**src/rtl/rv32i_instr_encoder.sv**
```systemverilog
// rv32i_instr_encoder: streaming RV32I instruction encoder with LUI+ADDI expansion of LI.
// Optional RV32I_ENC_RANGE_CHECK_EN rejects immediates that do not fit their encoding (err_code=10).
module rv32i_instr_encoder #(
    parameter int COUNT_W = 32
) (
    input  logic               clk,
    input  logic               rst,
    input  logic               in_valid,
    output logic               in_ready,
    input  logic [5:0]         op_sel,
    input  logic [4:0]         rd,
    input  logic [4:0]         rs1,
    input  logic [4:0]         rs2,
    input  logic [31:0]        imm,
    output logic               out_valid,
    input  logic               out_ready,
    output logic [31:0]        out_instr,
    output logic               err,
    output logic [1:0]         err_code,
    output logic [COUNT_W-1:0] instr_count
);
    typedef enum logic [1:0] {IDLE, VALID, VALID_PEND} state_t;
    typedef enum logic [3:0] {F_LUI, F_AUIPC, F_JAL, F_JALR, F_BR, F_LD, F_ST, F_IMM, F_SH, F_R,
                              F_FENCE, F_ECALL, F_EBREAK, F_LI, F_ILL} fmt_t;
    localparam logic [6:0] OPC_LUI = 7'b0110111, OPC_AUIPC = 7'b0010111, OPC_JAL = 7'b1101111,
                           OPC_JALR = 7'b1100111, OPC_BR = 7'b1100011, OPC_LD = 7'b0000011,
                           OPC_ST = 7'b0100011, OPC_IMM = 7'b0010011, OPC_R = 7'b0110011;
    state_t              r_state;
    logic [31:0]         r_out, r_pend;
    logic                r_err;
    logic [1:0]          r_err_code;
    logic [COUNT_W-1:0]  r_count;
    fmt_t                w_fmt;
    logic [2:0]          w_f3;
    logic                w_alt, w_fit12, w_two, w_range, w_reject, w_accept, w_out_fire;
    logic [19:0]         w_hi;
    logic [31:0]         w_word1, w_word2;
    logic [6:0]          w_f7;
    always_comb begin
        w_fmt = F_ILL;
        w_f3  = 3'd0;
        w_alt = 1'b0;
        case (op_sel)
            6'd0:  w_fmt = F_LUI;
            6'd1:  w_fmt = F_AUIPC;
            6'd2:  w_fmt = F_JAL;
            6'd3:  w_fmt = F_JALR;
            6'd4:  w_fmt = F_BR;
            6'd5:  begin w_fmt = F_BR; w_f3 = 3'd1; end
            6'd6:  begin w_fmt = F_BR; w_f3 = 3'd4; end
            6'd7:  begin w_fmt = F_BR; w_f3 = 3'd5; end
            6'd8:  begin w_fmt = F_BR; w_f3 = 3'd6; end
            6'd9:  begin w_fmt = F_BR; w_f3 = 3'd7; end
            6'd10: w_fmt = F_LD;
            6'd11: begin w_fmt = F_LD; w_f3 = 3'd1; end
            6'd12: begin w_fmt = F_LD; w_f3 = 3'd2; end
            6'd13: begin w_fmt = F_LD; w_f3 = 3'd4; end
            6'd14: begin w_fmt = F_LD; w_f3 = 3'd5; end
            6'd15: w_fmt = F_ST;
            6'd16: begin w_fmt = F_ST; w_f3 = 3'd1; end
            6'd17: begin w_fmt = F_ST; w_f3 = 3'd2; end
            6'd18: w_fmt = F_IMM;
            6'd19: begin w_fmt = F_IMM; w_f3 = 3'd2; end
            6'd20: begin w_fmt = F_IMM; w_f3 = 3'd3; end
            6'd21: begin w_fmt = F_IMM; w_f3 = 3'd4; end
            6'd22: begin w_fmt = F_IMM; w_f3 = 3'd6; end
            6'd23: begin w_fmt = F_IMM; w_f3 = 3'd7; end
            6'd24: begin w_fmt = F_SH; w_f3 = 3'd1; end
            6'd25: begin w_fmt = F_SH; w_f3 = 3'd5; end
            6'd26: begin w_fmt = F_SH; w_f3 = 3'd5; w_alt = 1'b1; end
            6'd27: w_fmt = F_R;
            6'd28: begin w_fmt = F_R; w_alt = 1'b1; end
            6'd29: begin w_fmt = F_R; w_f3 = 3'd1; end
            6'd30: begin w_fmt = F_R; w_f3 = 3'd2; end
            6'd31: begin w_fmt = F_R; w_f3 = 3'd3; end
            6'd32: begin w_fmt = F_R; w_f3 = 3'd4; end
            6'd33: begin w_fmt = F_R; w_f3 = 3'd5; end
            6'd34: begin w_fmt = F_R; w_f3 = 3'd5; w_alt = 1'b1; end
            6'd35: begin w_fmt = F_R; w_f3 = 3'd6; end
            6'd36: begin w_fmt = F_R; w_f3 = 3'd7; end
            6'd37: w_fmt = F_FENCE;
            6'd38: w_fmt = F_ECALL;
            6'd39: w_fmt = F_EBREAK;
            6'd40: w_fmt = F_LI;
            default: w_fmt = F_ILL;
        endcase
    end
    assign w_f7    = w_alt ? 7'b0100000 : 7'b0000000;
    assign w_fit12 = (&imm[31:11]) | ~(|imm[31:11]);
    // LUI upper part is rounded up when the low 12 bits will sign-extend negative in ADDI
    assign w_hi    = imm[31:12] + {19'd0, imm[11]};
    always_comb begin
        w_word1 = '0;
        w_word2 = '0;
        w_two   = 1'b0;
        case (w_fmt)
            F_LUI:    w_word1 = {imm[31:12], rd, OPC_LUI};
            F_AUIPC:  w_word1 = {imm[31:12], rd, OPC_AUIPC};
            F_JAL:    w_word1 = {imm[20], imm[10:1], imm[11], imm[19:12], rd, OPC_JAL};
            F_JALR:   w_word1 = {imm[11:0], rs1, w_f3, rd, OPC_JALR};
            F_BR:     w_word1 = {imm[12], imm[10:5], rs2, rs1, w_f3, imm[4:1], imm[11], OPC_BR};
            F_LD:     w_word1 = {imm[11:0], rs1, w_f3, rd, OPC_LD};
            F_ST:     w_word1 = {imm[11:5], rs2, rs1, w_f3, imm[4:0], OPC_ST};
            F_IMM:    w_word1 = {imm[11:0], rs1, w_f3, rd, OPC_IMM};
            F_SH:     w_word1 = {w_f7, imm[4:0], rs1, w_f3, rd, OPC_IMM};
            F_R:      w_word1 = {w_f7, rs2, rs1, w_f3, rd, OPC_R};
            F_FENCE:  w_word1 = 32'h0FF0000F;
            F_ECALL:  w_word1 = 32'h00000073;
            F_EBREAK: w_word1 = 32'h00100073;
            F_LI: begin
                w_word1 = w_fit12 ? {imm[11:0], 5'd0, 3'd0, rd, OPC_IMM} : {w_hi, rd, OPC_LUI};
                w_word2 = {imm[11:0], rd, 3'd0, rd, OPC_IMM};
                w_two   = !w_fit12 && (|imm[11:0]);
            end
            default:  w_word1 = '0;
        endcase
    end
`ifdef RV32I_ENC_RANGE_CHECK_EN
    logic w_fit13, w_fit21;
    assign w_fit13 = (&imm[31:12]) | ~(|imm[31:12]);
    assign w_fit21 = (&imm[31:20]) | ~(|imm[31:20]);
    assign w_range = ((w_fmt == F_LUI || w_fmt == F_AUIPC) && (|imm[11:0]))
                  || ((w_fmt == F_JALR || w_fmt == F_LD || w_fmt == F_ST || w_fmt == F_IMM) && !w_fit12)
                  || (w_fmt == F_BR && (!w_fit13 || imm[0]))
                  || (w_fmt == F_JAL && (!w_fit21 || imm[0]))
                  || (w_fmt == F_SH && (|imm[31:5]));
`else
    assign w_range = 1'b0;
`endif
    assign w_reject    = (w_fmt == F_ILL) || w_range;
    assign out_valid   = (r_state != IDLE);
    assign in_ready    = (r_state != VALID_PEND) && (!out_valid || out_ready);
    assign w_accept    = in_valid && in_ready;
    assign w_out_fire  = out_valid && out_ready;
    assign out_instr   = r_out;
    assign err         = r_err;
    assign err_code    = r_err_code;
    assign instr_count = r_count;
    always_ff @(posedge clk) begin
        if (rst) begin
            r_state    <= IDLE;
            r_out      <= '0;
            r_pend     <= '0;
            r_err      <= 1'b0;
            r_err_code <= 2'b00;
            r_count    <= '0;
        end else begin
            r_err <= w_accept && w_reject;
            if (w_accept && w_reject)
                r_err_code <= (w_fmt == F_ILL) ? 2'b01 : 2'b10;
            if (w_out_fire)
                r_count <= r_count + COUNT_W'(1);
            if (w_accept && !w_reject) begin
                r_out   <= w_word1;
                r_pend  <= w_word2;
                r_state <= w_two ? VALID_PEND : VALID;
            end else if (w_out_fire) begin
                r_out   <= (r_state == VALID_PEND) ? r_pend : r_out;
                r_state <= (r_state == VALID_PEND) ? VALID : IDLE;
            end
        end
    end
endmodule

```
**config.mk**
```make
export PLATFORM = sky130hd
export DESIGN_NAME = rv32i_instr_encoder
export DESIGN_NICKNAME = d
export VERILOG_FILES = /design/src/rtl/rv32i_instr_encoder.sv
export SDC_FILE = /design/constraint.sdc
export NUM_CORES = 1
export LEC_CHECK = 0
export ABC_AREA = 1
export CORE_ASPECT_RATIO = 2
export CORE_MARGIN = 5
export CORE_UTILIZATION = 25
export CTS_BUF_LIST = sky130_fd_sc_hd__clkbuf_4 sky130_fd_sc_hd__clkbuf_8
export CTS_CLUSTER_DIAMETER = 80
export CTS_CLUSTER_SIZE = 24
export DETAILED_ROUTE_END_ITERATION = 10
export PLACE_DENSITY = 0.43
export REMOVE_ABC_BUFFERS = 1
export SYNTH_ARGS = -nofsm -noshare
export SYNTH_HDL_FRONTEND = slang
export SYNTH_SLANG_ARGS = --single-unit
```
**constraint.sdc**
```tcl
create_clock -name clk -period 4.4 [get_ports clk]
set_input_delay 1.1 -clock clk [delete_from_list [all_inputs] [get_ports clk]]
set_output_delay 1.1 -clock clk [all_outputs]
set_load 0.005 [all_outputs]
```
==> results of run 1 <==
per-stage QoR:
step	area [sq um]	hold slack (ns)	utilization (%)	power (mW)
after floorplan	6050	0.435	-	1.06
after global placement	7910	0.450	31.7	1.34
after detailed placement	7910	0.452	31.7	1.34
after CTS	8120	0.467	32.6	1.97
after global routing	8120	0.482	32.6	2.04
final	8120	0.465	32.6	1.94
layout by cell type, fill, tap and decap left out, types with 6 or more instances in the layout:
master / n
o21ai_0: 61
inv_2: 9
dfxtp_1: 86
clkbuf_8: 9
a22oi_1: 6
nor2_1: 145
nor2_2: 9
clkdlybuf4s50_1: 124
nand2_1: 249
xor2_1: 22
nand4_1: 20
nand3_1: 72
inv_1: 98
o211ai_1: 9
buf_4: 23
nor3_1: 16
a21oi_2: 10
o22ai_1: 8
a21oi_1: 72
nand2_2: 19
o21ai_1: 33
routing by layer:
layer	vias up	wire [microns]	part of all wire [%]	GRT usage, %
met2	196	16600	57	41.6
met5	-	0	0	0
met1	3350	9910	34	19.4
met3	58	939	3.2	2.29
li1	3635	-	-	-
met4	0	1480	5.1	11.0
power groups by stage:
stage,logic (mW),clock network [mW],registers (mW)
finish,0.481,0.619,0.836
global placement,0.485,0,0.856
global route,0.527,0.677,0.840
floorplan,0.211,0,0.848
detailed placement,0.482,0,0.855
CTS,0.484,0.648,0.837
logic make-up (layout without fill, tap and decap cells):
family	count (synthesis)	count (layout)	synth area share (%)
AO/OA/AOI/OAI	218	218	19.8
other	0	1	0
AND/OR/NAND/NOR	553	553	38.9
flip-flops	86	86	27.5
buffers and inverters	143	273	9.95
adder cells (fa/ha/maj)	4	4	0.799
XOR/XNOR	22	22	3.08
critical path, stage by stage:
cell	delay, ns
clkdlybuf4s50_1	0.51
nor2_1	0.08
nor2_1	0.19
clkdlybuf4s50_1	0.55
final timing paths:
path                            slack, ns                      endpoint  cells past startpoint                    start
worst min register to register       0.46       r_pend[30]$_SDFFE_PP0P_                      2  r_pend[30]$_SDFFE_PP0P_
worst max-delay path                 0.86                      in_ready                      4                out_ready
worst min-delay path                 0.46       r_pend[30]$_SDFFE_PP0P_                      2  r_pend[30]$_SDFFE_PP0P_
worst max register to register       1.96  instr_count[29]$_SDFFE_PP0P_                     11  r_state[0]$_SDFFE_PP0P_
Yosys cell counts (all sizes together) (10+ instances only):
library cell  instances
nor2                159
nor3                 17
o21ai                95
buf                  17
dfxtp                86
o211ai               10
nand3                74
a21oi                82
clkbuf               17
xor2                 22
nand2               272
nand4                20
inv                 108
flip-flops by register name (all words and copies together), names as in the netlist:
register / flops
err: 1
err_code: 2
instr_count: 32
out_instr: 31
r_state: 2
r_pend: 18
final cells by class:
| type | instances | area [sq um] |
|---|---|---|
| antenna | 1 | 2.50 |
| clock buffer | 11 | 139 |
| clock inverter | 4 | 72.6 |
| fill | 2831 | 16800 |
| inverter | 109 | 412 |
| multi-input combinational | 797 | 3920 |
| sequential | 86 | 1720 |
| tap | 336 | 420 |
| timing repair buffer | 149 | 1440 |
==> results.md, run 1 <==
* H-Tree Depth at 3
* Cts repair resizes at 0
* Fraction of power consumed by sequential logic at 43.2%
* Root buf cell: clkbuf_8
* Placed Cells at 1477
* Setup TNS Final at 0 ns
* Cell count after synthesis at 1026
* Clk_lat worst skew at 0.37 ns
* Crit Path Class: in -> out
* Hold Vio Cnt, Final at 0
* Setup bufs post-CTS at 0
* Worst Setup Start Kind: input port
* Setup ws final at 0.864 ns
* CTS sink cnt at 86
* CP max FO at 3
* Peak supply drop at 0.129 mV
* Status: finished clean
* GPL Wtd Cong at 0.945
* Slew HR at 54.9%
* CTS tree: yes
* Predominant post-synthesis flop cell: dfxtp_1
* Final Setup Violations at 0
* FFs w/ async S/R, synth at 0%
* Maximum capacitance violations at 0
* Total wire length at 28900 microns
* RSZ-0062 raised after global routing: no
* Layout Nets at 1213
* Largest net degree at the start of global routing at 46
* Worst-path clk slew at 0.09 ns
* Post-synthesis cell type count at 44
* Logic pwr share at 24.8%
* Post-DRT Antenna Nets at 0
* Die Ht at 234 microns
* Post-synthesis register bit count at 86
* DRT Pass-1 Iters at 5
* Post-CTS Hold Buffers at 0
* Cell Pwr Density at 238 nW/um^2
* Dpl hpwl at 23400 microns
* Worst clock skew at 0.0117 ns
* Switching pwr at 604 uW
* Post-synth EDFFs at 0
* DR iter-0 viols at 448
* PortBufs at 125
* Hold Path Class: reg -> reg
* CP arrival at 2.44 ns
* TritonCTS buffer count at 9
* Max-slew violation count at 0
* Sequential fraction of the synthesis area at 27.5%
* Cell internal pwr at 1.33 mW
* Post-Synthesis Cell Area at 6260 sq um
* Place WS at 0.627 ns
* Remaining Overflow, GRT at 0
* Clock buffer depth at 2
* Antenna violations before repair at 0
* Clock network fraction of total power at 32.0%
* Min Tclk post-route at 3.54 ns
* Routed length per instance at 19.4 microns
* Synth top area share at 27.5%
* CP endpoint kind: primary output
* First-pass GRT wire length at 44100 microns
* Sw Share at 31.2%
* Top post-synthesis cells by area: dfxtp_1 (27%), nand2_1 (15%), nor2_1 (8.7%)
* Post-route DRC violation count at 0
* Highest clock rate at 0.283 GHz
* Avg Cell Area, Syn at 6.10 sq um
* Area delta synth->final at 29.7%
* Warning count from the yosys run at 0
* Layout cells sized above 1 at 8.91%
* FP Rows at 82
* Ports at 126
* Starting Density at 25.1%
* Req. time, crit path at 3.30 ns
* Layout Cells excl Fill at 1493
* Vias per cell at 4.85
* Vias in the first global route at 7497
* Total number of vias at 7239
* Leakage at 3.26 nW
* Total Routing Usage GR at 20.5%
* Die width at 122 microns
* Final worst-path cycle share at 80.4%
* Worst Max-Slew Pin Slew at 0.676 ns
* Overall die area at 28500 sq um
* Area leader, netlist: dfxtp_1
* Core area at 24900 sq um
(Power assumes the default switching activity.)
==> run 2, diff against run 1 <==
--- a/config.mk
+++ b/config.mk
@@ -13,7 +13,7 @@
 export CTS_CLUSTER_DIAMETER = 80
 export CTS_CLUSTER_SIZE = 24
 export DETAILED_ROUTE_END_ITERATION = 10
-export PLACE_DENSITY = 0.43
+export PLACE_DENSITY = 0.44
 export REMOVE_ABC_BUFFERS = 1
 export SYNTH_ARGS = -nofsm -noshare
 export SYNTH_HDL_FRONTEND = slang
==> constraint.sdc (replaced) <==
create_clock -name clk -period 3.1 [get_ports clk]
set_input_delay 0.775 -clock clk [delete_from_list [all_inputs] [get_ports clk]]
set_output_delay 0.775 -clock clk [all_outputs]
set_load 0.005 [all_outputs]
==> results.md, run 2 (synthesis gave the netlist of run 1 again) <==
* Status: finished clean
* H-Tree Depth at 3
* Overall die area at 28500 sq um
* Commonest cells after routing, fill and taps aside: nand2_1 (249), nor2_1 (145), clkdlybuf4s50_1 (124), buf_4 (124), inv_1 (98)
* Final worst-path cycle share at 93.4%
* Cell Pwr Density at 312 nW/um^2
* Post-CTS Hold Buffers at 0
* R2r setup slk at 0.97 ns
* CTS sink cnt at 86
* Remaining Overflow, GRT at 0
* R2R cell count at 11
* CTS tree: yes
* Vias per cell at 4.77
* Antenna violations before repair at 1
* Core area at 24900 sq um
* Slowest-stage cell, CP: clkdlybuf4s50_1
* Total number of vias at 7634
* R2r startpoint: instr_count[2]$_SDFFE_PP0P_
* Die Ht at 234 microns
* Largest register FFs at 32
* DRT Pass-1 Iters at 5
* Min Tclk post-route at 2.90 ns
* FP Rows at 82
* Worst-path clk slew at 0.08 ns
* CP arrival at 2.12 ns
* DR iter-0 viols at 449
* Dpl hpwl at 25100 microns
* CP bufs+invs at 2
* Post-DP Area at 8750 sq um
* CP endpoint kind: primary output
* Highest clock rate at 0.345 GHz
* Root buf cell: clkbuf_8
* Die width at 122 microns
* First-pass GRT wire length at 44500 microns
* Hold EP: r_pend[22]$_SDFFE_PP0P_
* Leakage at 3.77 nW
* Post-DRT Antenna Nets at 0
* Vias in the first global route at 7812
* Routed length per instance at 18.6 microns
* Peak supply drop at 0.165 mV
* Worst Setup Start Kind: input port
* Maximum capacitance violations at 0
* Largest net degree at the start of global routing at 46
* Hold_sp: r_pend[22]$_SDFFE_PP0P_
* Hold Path Stages at 2
* Ports at 126
* Post-route DRC violation count at 0
* Clk_lat worst skew at 0.38 ns
* TritonCTS buffer count at 9
* Worst clock skew at 0.0123 ns
* Hold Path Class: reg -> reg
* Slew HR at 57.4%
* CP max FO at 3
* RSZ-0062 raised after global routing: no
* Multi-input gate area at 3920 sq um
* Hold Vio Cnt, Final at 0
* Total wire length at 29800 microns
* FF/Latch Area at 1720 sq um
* GPL Wtd Cong at 0.912
* Setup ws final at 0.205 ns
* Total Routing Usage GR at 20.9%
* Worst Max-Slew Pin Slew at 0.639 ns
* Worst-path cell chain: clkdlybuf4s50_1, nor2_1, nor2_1, clkdlybuf4s50_1
* Place WS at -0.0592 ns
* Design area at 8950 sq um
* Req. time, crit path at 2.32 ns
* Most common cell after layout, fill and taps aside: nand2_1
* Layout Nets at 1318
* Max-slew violation count at 0
* Crit-path leading delay family: buffers and inverters
* Worst R2R End: instr_count[27]$_SDFFE_PP0P_
* Fill count at 2758
* PortBufs at 125
* Starting Density at 25.1%
* Layout cells sized above 1 at 16.6%
* Area delta synth->final at 42.9%
* Cts repair resizes at 0
* Slowest stage delay, CP at 0.55 ns
* Final Setup Violations at 0
* Clock buffer depth at 2
* Crit Path Class: in -> out
* Setup bufs post-CTS at 0
run 2: cell count changes in the layout (fill, tap and decap cells not counted):
| cell | previous run | this run |
|---|---|---|
| buf_12 | 1 | 5 |
| buf_4 | 23 | 124 |
| bufinv_16 | 2 | 1 |
| clkbuf_4 | 2 | 0 |
| clkinv_2 | 1 | 2 |
| clkinv_4 | 0 | 1 |
| clkinvlp_4 | 1 | 2 |
| inv_6 | 0 | 1 |
run 2: per-stage QoR:
| step | total power [mW] | cells | TNS, ns | utilization [%] | hold WS, ns |
|---|---|---|---|---|---|
| 2_1_floorplan | 1.50 | 992 | 0 | - | 0.435 |
| 3_3_place_gp | 2.01 | 1582 | -0.789 | 35.1 | 0.447 |
| 3_5_place_dp | 2.00 | 1582 | -0.422 | 35.1 | 0.450 |
| 4_1_cts | 2.84 | 1598 | 0 | 35.9 | 0.464 |
| 5_1_grt | 2.93 | 1599 | 0 | 35.9 | 0.475 |
| 6_report | 2.79 | 1599 | 0 | 35.9 | 0.461 |
run 2: final cells by class:
cell class                      count  area share [%]
Multi-Input combinational cell    797            43.8
Timing Repair Buffer              254            25.5
Sequential cell                    86            19.2
Tap cell                          336            4.70
Inverter                          109            4.60
Clock buffer                        9            1.38
Clock inverter                      7           0.811
Antenna cell                        1          0.0280
run 2: how the worst max path moves through the flow:
stage / slack, ns / cells after the start / start / to
floorplan: 0.47 / 12 / op_sel[5] / out_instr[5]$_SDFFE_PP0P_
global placement: -0.1 / 12 / op_sel[0] / r_state[0]$_SDFFE_PP0P_
detailed placement: -0.06 / 12 / op_sel[0] / r_state[0]$_SDFFE_PP0P_
CTS: 0.20 / 4 / out_ready / in_ready
global route: 0.11 / 4 / out_ready / in_ready
finish: 0.20 / 4 / out_ready / in_ready
run 2: power breakdown:
group          leakage (nW)  switching (mW)  internal, mW
clock network        0.0956           0.442         0.374
logic                  2.98           0.428         0.361
registers             0.698          0.0321          1.15
run 2: worst register-to-register path, delay by kind of cell, from the launching register on:
family          cells  cell delay [ns]
compound gates      2             0.22
buf+inv             1             0.15
flops               1             0.44
simple gates        8             1.22
run 2: metal layers:
| metal | track usage, % | routed length (microns) | vias up |
|---|---|---|---|
| met5 | 0 | 0 | - |
| li1 | - | - | 3837 |
| met1 | 18.8 | 9870 | 3502 |
| met4 | 16.1 | 2500 | 0 |
| met3 | 2.12 | 968 | 83 |
| met2 | 41.1 | 16400 | 212 |
==> run 3, diff against run 2 <==
--- a/config.mk
+++ b/config.mk
@@ -8,12 +8,13 @@
 export ABC_AREA = 1
 export CORE_ASPECT_RATIO = 2
 export CORE_MARGIN = 5
-export CORE_UTILIZATION = 25
+export CORE_UTILIZATION = 40
 export CTS_BUF_LIST = sky130_fd_sc_hd__clkbuf_4 sky130_fd_sc_hd__clkbuf_8
 export CTS_CLUSTER_DIAMETER = 80
 export CTS_CLUSTER_SIZE = 24
 export DETAILED_ROUTE_END_ITERATION = 10
-export PLACE_DENSITY = 0.44
+export HOLD_SLACK_MARGIN = 0.06
+export PLACE_DENSITY = 0.65
 export REMOVE_ABC_BUFFERS = 1
 export SYNTH_ARGS = -nofsm -noshare
 export SYNTH_HDL_FRONTEND = slang
==> results.md, run 3 (synthesis gave the netlist of run 1 again) <==
* Slowest-stage cell, CP: clkdlybuf4s50_1
* Slowest stage delay, CP at 0.52 ns
* Crit Path Class: in -> out
* Design area at 8320 sq um
* TritonCTS buffer count at 9
* Worst clock skew at 0.0140 ns
* Total number of vias at 7560
* CTS tree: yes
* Min Tclk post-route at 2.80 ns
* Final hold slack at 0.466 ns
* Vias per cell at 5.38
* Hold_sp: r_pend[22]$_SDFFE_PP0P_
* Maximum capacitance violations at 0
* Max-slew violation count at 0
* Dpl hpwl at 19900 microns
* Overall die area at 18400 sq um
* Hold Path Stages at 2
* PortBufs at 125
* Total Routing Usage GR at 25.9%
* Root buf cell: clkbuf_8
* R2r startpoint: instr_count[1]$_SDFFE_PP0P_
* Setup bufs post-CTS at 0
* RSZ-0062 raised after global routing: no
* Antenna violations before repair at 0
* CP arrival at 2.02 ns
* Commonest cells after routing, fill and taps aside: nand2_1 (249), nor2_1 (145), clkdlybuf4s50_1 (124), inv_1 (98), dfxtp_1 (86)
* Hold Vio Cnt, Final at 0
* Worst-path clk slew at 0.08 ns
* Ports at 126
* Worst R2R End: instr_count[20]$_SDFFE_PP0P_
* Clk_lat worst skew at 0.36 ns
* Remaining Overflow, GRT at 0
* Core area at 15400 sq um
* Worst Max-Slew Pin Slew at 0.835 ns
* Hold EP: r_pend[22]$_SDFFE_PP0P_
* FF/Latch Area at 1720 sq um
* FP Rows at 64
* Largest register FFs at 32
* R2r setup slk at 0.91 ns
* CP max FO at 3
* Most common cell after layout, fill and taps aside: nand2_1
* Req. time, crit path at 2.32 ns
* Largest net degree at the start of global routing at 46
* Routed length per instance at 17.3 microns
* Multi-input gate area at 3920 sq um
* CP endpoint kind: primary output
* Slew HR at 44.2%
* Diodes inserted at 0
* Post-DP Area at 8140 sq um
* Post-CTS Hold Buffers at 0
* Area delta synth->final at 32.8%
* Post-route DRC violation count at 0
* CTS sink cnt at 86
* GPL Wtd Cong at 1.11
* Die Ht at 187 microns
* Worst Setup Start Kind: input port
* First-pass GRT wire length at 38200 microns
* Crit-path leading delay family: buffers and inverters
* Cts repair resizes at 0
* Layout Nets at 1263
* Final Setup Violations at 0
* Leakage at 3.49 nW
* Vias in the first global route at 7480
* R2R cell count at 11
* Hold Path Class: reg -> reg
* Final worst-path cycle share at 90.3%
* Peak supply drop at 0.238 mV
* DRT Pass-1 Iters at 5
* CP bufs+invs at 2
* Post-DRT Antenna Nets at 0
* Status: finished clean
* Worst-path cell chain: clkdlybuf4s50_1, nor2_1, nor2_1, clkdlybuf4s50_1
* H-Tree Depth at 3
* Layout cells sized above 1 at 12.8%
* Total wire length at 24300 microns
* Cell Pwr Density at 316 nW/um^2
* DR iter-0 viols at 499
* Clock buffer depth at 2
* Die width at 98.5 microns
* Fill count at 1617
* Highest clock rate at 0.357 GHz
* Starting Density at 40.7%
==> run 3: how the worst max path moves through the flow <==
| stage | startpoint | to | slack (ns) | cells past startpoint |
|---|---|---|---|---|
| after global routing | op_sel[0] | out_instr[22]$_SDFFE_PP0P_ | 0.17 | 14 |
| after CTS | out_ready | in_ready | 0.28 | 4 |
| after floorplan | op_sel[5] | out_instr[5]$_SDFFE_PP0P_ | 0.47 | 12 |
| final | out_ready | in_ready | 0.30 | 4 |
| after global placement | imm[12] | out_instr[24]$_SDFFE_PP0P_ | -0.002 | 13 |
| after detailed placement | op_sel[0] | out_instr[22]$_SDFFE_PP0P_ | -0.01 | 14 |
==> run 3: report_power, final <==
part           internal [mW]  total (mW)  switching [mW]
clock                  0.300       0.733           0.433
sequential              1.15        1.18          0.0331
combinational          0.315       0.709           0.393
total                   1.77        2.63           0.860
==> run 3: cell type report <==
| cell class | instances | area share (%) |
|---|---|---|
| multi-input cells | 797 | 47.1 |
| repair buffers | 199 | 22.1 |
| flip-flops and latches | 86 | 20.7 |
| inverters | 109 | 4.95 |
| well taps | 198 | 2.98 |
| clock buffers | 9 | 1.49 |
| clock inverters | 7 | 0.662 |
==> run 3: layer usage <==
metal / GRT usage (%) / vias up / share of wire (%) / wire (microns)
li1: - / 3734 / - / -
met1: 25.3 / 3432 / 34 / 8300
met3: 2.76 / 98 / 4.7 / 1150
met4: 19.6 / 0 / 8.3 / 2010
met5: 0 / - / 0 / 0
met2: 48.4 / 296 / 53 / 12800
==> run 3: worst reg2reg max path: stages (launching register included) <==
cell and delay [ns]:
dfxtp_1 0.40, ha_1 0.21, inv_1 0.08, nor3_2 0.25
nand2_1 0.14, nor2_2 0.17, nand3_1 0.19, nor2_2 0.15
buf_4 0.16, nand4_1 0.10, xor2_1 0.15, nor2_1 0.05
==> run 3: stage by stage <==
stage	worst slack (ns)	util [%]	power (mW)	setup TNS (ns)	std cells
floorplan	0.472	-	1.50	0	992
detailed placement	-0.0131	52.9	1.91	-0.0375	1389
global placement	-0.00229	52.9	1.91	-0.00436	1389
finish	0.300	54.1	2.63	0	1405
CTS	0.278	54.1	2.64	0	1405
global route	0.168	54.1	2.76	0	1405
